==> config.mk <==
export PLATFORM = sky130hd
export DESIGN_NAME = snes_pad_responder
export DESIGN_NICKNAME = d
export VERILOG_FILES = /design/src/rtl/snes_pad_responder.sv
export SDC_FILE = /design/constraint.sdc
export NUM_CORES = 1
export LEC_CHECK = 0
export CAP_MARGIN = 0
export CORE_MARGIN = 4
export CORE_UTILIZATION = 49
export DETAILED_ROUTE_END_ITERATION = 16
export DONT_BUFFER_PORTS = 1
export PLACE_DENSITY_LB_ADDON = 0.08
export SETUP_SLACK_MARGIN = 0.2
export SLEW_MARGIN = 20
export SYNTH_ARGS = -nofsm -noshare
export SYNTH_HDL_FRONTEND = slang
export SYNTH_SLANG_ARGS = --single-unit
==> constraint.sdc <==
create_clock -name clk -period 5.1 [get_ports clk]
set_input_delay 1.02 -clock clk [delete_from_list [all_inputs] [get_ports clk]]
set_output_delay 1.02 -clock clk [all_outputs]
set_load 0.02 [all_outputs]
==> src/rtl/snes_pad_responder.sv <==
// SNES controller responder: answers console latch/clock strobes by
// shifting the 12 button bits (plus 4 idle bits) out on pad_data.
module snes_pad_responder #(
  parameter int SYNC_STAGES  = 2,
  parameter int IDLE_TIMEOUT = 21477
) (
  input  logic        clk,
  input  logic        reset,
  input  logic [11:0] buttons,
  input  logic        pad_latch,
  input  logic        pad_clk,
  output logic        pad_data,
  output logic        busy,
  output logic [4:0]  bit_cnt,
  output logic        frame_done,
  output logic [7:0]  frame_count
);

  localparam int TW = $clog2(IDLE_TIMEOUT + 1);
  localparam logic [TW-1:0] TLAST = TW'(IDLE_TIMEOUT - 1);

  typedef enum logic [1:0] {
    IDLE,
    LATCH,
    SHIFT,
    DONE
  } state_e;

  logic [SYNC_STAGES-1:0] lat_sync_q;
  logic [SYNC_STAGES-1:0] clk_sync_q;
  logic                   lat_prev_q;
  logic                   clk_prev_q;
  logic                   lat_s;
  logic                   clk_s;
  logic                   lat_fall;
  logic                   clk_rise;

  state_e          state_q;
  logic [15:0]     shift_q;
  logic [4:0]      bit_cnt_q;
  logic            frame_done_q;
  logic [7:0]      frame_count_q;
  logic [TW-1:0]   timer_q;
  logic            pad_data_q;
  logic            pad_data_d;

  // Synchronizers reset to the bus idle levels so no edge is seen at release
  always_ff @(posedge clk or posedge reset) begin
    if (reset) begin
      lat_sync_q <= '0;
      clk_sync_q <= '1;
      lat_prev_q <= 1'b0;
      clk_prev_q <= 1'b1;
    end else begin
      lat_sync_q <= {lat_sync_q[SYNC_STAGES-2:0], pad_latch};
      clk_sync_q <= {clk_sync_q[SYNC_STAGES-2:0], pad_clk};
      lat_prev_q <= lat_sync_q[SYNC_STAGES-1];
      clk_prev_q <= clk_sync_q[SYNC_STAGES-1];
    end
  end

  assign lat_s    = lat_sync_q[SYNC_STAGES-1];
  assign clk_s    = clk_sync_q[SYNC_STAGES-1];
  assign lat_fall = ~lat_s & lat_prev_q;
  assign clk_rise = clk_s & ~clk_prev_q;

  always_comb begin
    pad_data_d = 1'b1;
    unique case (state_q)
      IDLE:  pad_data_d = 1'b1;
      LATCH: pad_data_d = ~shift_q[0];
      SHIFT: pad_data_d = ~shift_q[0];
      DONE:  pad_data_d = 1'b0;
    endcase
  end

  always_ff @(posedge clk or posedge reset) begin
    if (reset) begin
      state_q       <= IDLE;
      shift_q       <= 16'hFFFF;
      bit_cnt_q     <= 5'd0;
      frame_done_q  <= 1'b0;
      frame_count_q <= 8'd0;
      timer_q       <= '0;
      pad_data_q    <= 1'b1;
    end else begin
      frame_done_q <= 1'b0;
      pad_data_q   <= pad_data_d;
      if (lat_s) begin
        state_q   <= LATCH;
        shift_q   <= {4'b0000, buttons};
        bit_cnt_q <= 5'd0;
      end else begin
        unique case (state_q)
          IDLE: ;
          LATCH: begin
            // Clock edges in this cycle are dropped: latch wins
            if (lat_fall) begin
              state_q <= SHIFT;
              timer_q <= '0;
            end
          end
          SHIFT: begin
            if (clk_rise) begin
              shift_q   <= {1'b1, shift_q[15:1]};
              bit_cnt_q <= bit_cnt_q + 5'd1;
              timer_q   <= '0;
              if (bit_cnt_q == 5'd15) begin
                state_q       <= DONE;
                frame_done_q  <= 1'b1;
                frame_count_q <= frame_count_q + 8'd1;
              end
            end else if (timer_q == TLAST) begin
              state_q   <= IDLE;
              shift_q   <= 16'hFFFF;
              bit_cnt_q <= 5'd0;
            end else begin
              timer_q <= timer_q + 1'b1;
            end
          end
          DONE: begin
            if (clk_rise) begin
              timer_q <= '0;
            end else if (timer_q == TLAST) begin
              state_q   <= IDLE;
              shift_q   <= 16'hFFFF;
              bit_cnt_q <= 5'd0;
            end else begin
              timer_q <= timer_q + 1'b1;
            end
          end
        endcase
      end
    end
  end

  assign pad_data    = pad_data_q;
  assign busy        = (state_q != IDLE);
  assign bit_cnt     = bit_cnt_q;
  assign frame_done  = frame_done_q;
  assign frame_count = frame_count_q;

endmodule

* Word-level counts from Yosys, hierarchy flattened *
Index checks and enable logic that the tools add are counted.

operators by class
  $add $sub $neg = 3
  multipliers = 0
  divide/modulo/power cells = 0
  $lt $le $gt $ge = 0
  eq/ne operators = 10
  shifts and indexed selects = 0
  muxes and demuxes = 26
  bitwise logic cells = 5
  reduce and logical (&&, ||, !) cells = 11

operator list
  kind                                                             count
  16-bit two-way mux                                               4
  15-bit two-way mux                                               3
  16-bit case mux with 2 select lines                              1
  15-bit case mux with 2 select lines                              1
  5-bit two-way mux                                                4
  15-bit by 1-bit adder with 15-bit output, second input constant  1
  15-bit == test, second input constant                            1
  2-bit two-way mux                                                6
  4-bit AND reduction                                              3
  5-bit case mux with 2 select lines                               1
  3-bit inequality test, second input constant                     3
  8-bit by 1-bit adder with 8-bit output, second input constant    1
  2-bit case mux with 3 select lines                               1
  5-bit by 1-bit adder with 5-bit output, second input constant    1
  5-bit by 4-bit == test with 1-bit output, second input constant  1
  2-bit == test, second input constant                             2
  1-bit two-way mux                                                4
  4-bit inequality test, second input constant                     1
  2-bit nonzero test                                               2
  4-bit nonzero test                                               1
  2-bit OR reduction                                               2
  1-bit inverter                                                   3
  1-bit case mux with 3 select lines                               1
  3-bit nonzero test                                               1
  other kinds (5)                                                  6

word-level totals
  flip-flop bits (word level) = 54
  bits in latches = 0
  RAM bits = 0
  memory bits (read-only) = 0
  input bits = 16
  output and inout port bits = 16
  logic and storage cells = 66
  memories kept = 0

* Logic depth before layout (Yosys ltp) *
  depth in word-level cells = 5
  depth in mapped cells = 7
  mapped depth without buffers = 7

* Worst setup path before layout *
OpenSTA, ideal clock, no wires.

  path kind = register to register
  start = reg state_q[1]
  end = reg timer_q[14]
  library setup time = 78 ps
  arrival time = 2054 ps
  required time = 5022 ps
  slack = 2968 ps
  cell stages (with the launch flop) = 8
  buffers on the path = 1
  period minus slack after synthesis = 2132 ps
  cell sequence = dfrtp_1 inv_1 ha_1 or2_1 or3_1 buf_2 or4_1 a21oi_1

on the way
  word-level cells in the longest chain between the ends = 4
  elaborated cells on any way between the ends = 9
  those cells by class = 5 x eq/ne; 1 x mux; 3 x reduce/logical

ends and longest elaborated chain
  item                                                                          line  source
  start, declared                                                               38    state_e state_q;
  start signal, assigned                                                        79    state_q <= IDLE;
  start signal, assigned                                                        90    state_q <= LATCH;
  start signal, assigned                                                        99    state_q <= SHIFT;
  2-bit == test                                                                 94    unique case (state_q)
  2-bit OR reduction (no line)                                                  --
  3-bit inequality test (no line) / 2-bit nonzero test (equally long branches)  --
  4-bit AND reduction (no line)                                                 --
  end signal, assigned                                                          118   timer_q <= timer_q + 1'b1;
  end signal, assigned                                                          129   timer_q <= timer_q + 1'b1;
  end, declared                                                                 43    logic [TW-1:0] timer_q;

Several ways; a longest one is shown, not always the timed one.
A chain may end at the register's enable or synchronous reset.

* Final worst setup path *
  start = reg state_q[1]
  end = out busy

on the way
  word-level cells in the longest chain between the ends = 1

ends and longest elaborated chain
  item                line  source
  2-bit nonzero test  138   assign busy = (state_q != IDLE);
  end, declared       13    output logic busy,

No other way between the ends.

==> run_results.csv <==
group,metric,value,unit
cts,clock_latency,300,ps
cts,root_buffer,"clkbuf_8",
worst_setup_path,crit_path_start_kind,"register",
global_routing,grt_pass1_wl,10.0,mm
cts,cts.repair.resized,0,
cts,numClockSinks,54,
route,vias,2159,
timing,hold_violations,0,
worst_setup_path,r2r-end,"timer_q[14]",
synthesis,ys.flop_type,"dfrtp_1",
worst_setup_path,path_class,"reg2out",
route,vias_per_cell,6.06,
floorplanning,die_w,84.1,um
synthesis,synth_nets,315,
final_layout,antenna_cells,0,
floorplanning,num_rows,27,
final_layout,final_common_cell,"dfrtp_1",
global_routing,grtUsageTotal,0.173,
route,antenna_left,0,
final_layout,final_cell_mix,"dfrtp_1, nand2_1, dfstp_2",
min_path,min-delay-start,"clk_sync_q[0]",
global_routing,grt_max_degree,42,
route,dr.pass1.iters,4,
timing,period_needed,2990,ps
timing,holdWs,361,ps
place,placed_area,2890,um2
min_path,hold_class,"reg2reg",
power_and_ir_drop,design_power_total,1080,uW
floorplanning,coreArea,5570,um2
cts,cts_made_buffers,5,
final_layout,final_layout_size_suffix_gt1_frac,0.127,
cts,holdBufCountCts,0,
timing,setup_slack,2110,ps
timing,slew_violations,0,
cts,cts_max_path_buffers,2,
place,dp_slack,2170,ps
route,post_drt_wl_per_cell,16.7,um
power_and_ir_drop,power.density,363,nW/um2
min_path,min_path_cells,0,
synthesis,yosysSeqAreaShare,0.485,
place,dp_hpwl,4.18,mm
flow_run,max_cap_viol_count,0,
route,drtIter0Drc,98,
cts,clk_pin_slew,100,ps
timing,slew_headroom,0.459,
final_layout,syn_to_final_growth,5.08,%
worst_setup_path,r2r_cells,6,
timing,setup_viol,0,
place,portBuffers,0,
worst_setup_path,rrSetupSlack,2130,ps
global_routing,antenna_found_initial,0,
synthesis,synth_edf_count,0,
final_layout,stdcell_area,2980,um2
synthesis,ys_warn_count,0,
cts,htree_levels,2,
timing,skew,9.59,ps
worst_setup_path,setup.worst_path.end_class,"output port",
min_path,min_to,"clk_sync_q[1]",
synthesis,syn_inst,289,
timing,rsz0062_at_grt,"false",
synthesis,ys_types,44,
run_status,outcome,"finished, final reports clean",
synthesis,ys_ff_latch,54,
timing,fmax,335,MHz
timing,finalSetupTns,0,ps
cts,cts_tree,"yes",
worst_setup_path,r2r_start,"state_q[1]",
synthesis,syn_area,2840,um2
floorplanning,pin_count,32,
place,place_congestion,0.826,
floorplanning,die-height,84.1,um
power_and_ir_drop,peakVddDrop,0.216,mV
global_routing,grt.overflow.total,0,
worst_setup_path,cp.required,4080,ps
power_and_ir_drop,p_leak,0.00120,uW
timing,worst_pin_slew,811,ps
synthesis,synth_area_per_cell,9.81,um2
synthesis,async_flop_share,1.00,
route,drcViolationCount,0,
worst_setup_path,cp_max_fo,25,
worst_setup_path,critPathArrivalTime,1970,ps
route,wirelength,5.96,mm
final_layout,nNetsFinal,309,
timing,finalCritPeriodShare,0.586,
floorplanning,dieArea,7070,um2
global_routing,grt_pass1_vias,2044,
cts,cts_setup_buffers,0,
floorplanning,initial_core_util,0.509,
-- registers in the layout, summed over array words and instances, names as in the netlist --
signal	count
frame_done	1
timer_q	15
state_q	2
clk_sync_q	2
clk_prev_q	1
shift_q	16
lat_prev_q	1
pad_data	1
frame_count	8
bit_cnt	5
lat_sync_q	2
-- report_power, final --
group | internal [uW] | switching, uW
sequential | 485 | 60.9
combinational | 116 | 177
clock | 110 | 135
-- synthesized netlist by cell type (7+ instances only) --
cell type,instances,area [um2]
dfrtp_1,34,851
nand2_1,26,97.6
dfstp_2,20,526
a21oi_1,18,90.1
o31ai_1,16,120
a211oi_1,14,105
clkbuf_1,14,52.6
inv_1,13,48.8
o22ai_1,12,75.1
nand3_1,11,55.1
o21ai_0,11,55.1
ha_1,10,125
nor2_1,9,33.8
or4_1,7,52.6
xnor2_1,7,61.3
-- per-layer routing --
metal  vias to the layer above  GRT usage  part of all wire
met5                         -          0                 0
met3                         6     0.0405             0.046
met2                        45      0.255              0.44
li1                       1071          -                 -
met4                         0     0.0395             0.010
met1                      1037      0.257              0.51
-- metrics by stage --
stage	cells	utilization
2_1_floorplan	289	-
3_3_place_gp	348	0.518
6_report	356	0.534
4_1_cts	356	0.534
5_1_grt	356	0.534
3_5_place_dp	348	0.518
-- worst max-delay path by stage --
stage,slack (ps),cells after the start,end,from
floorplan,2800,1,bit_cnt[0],reset
global placement,2300,6,timer_q[14],state_q[1]
detailed placement,2170,6,timer_q[14],state_q[1]
CTS,2140,3,busy,state_q[1]
global route,1950,5,bit_cnt[4],state_q[1]
finish,2110,3,busy,state_q[1]
-- worst max-delay path, cell delays in order (launching register included) --
cell and delay [ps]:
dfrtp_1 880, inv_1 330, ha_1 280, inv_1 160
-- kinds of logic (layout without fill, tap and decap cells) --
family                     count (synthesis)  after routing  share of synthesized area
buffers and inverters                     30             25                     0.0410
AOI/OAI and AO/OA                         89             89                      0.207
muxes                                      3              3                     0.0115
xor gates and xnor gates                   8              8                     0.0247
and+or+nand+nor                           95             95                      0.187
DFF                                       54             54                      0.485
adders and majority gates                 10             10                     0.0441
-- layout make-up --
class,instances,area (um2)
clock buffer,7,86.3
clock inverter,1,5.00
fill,528,2590
inverter,13,48.8
multi-input combinational,205,1340
sequential,54,1380
tap,72,90.1
timing repair buffer,4,30.0
No activity file was read; power rests on OpenSTA's default activity.
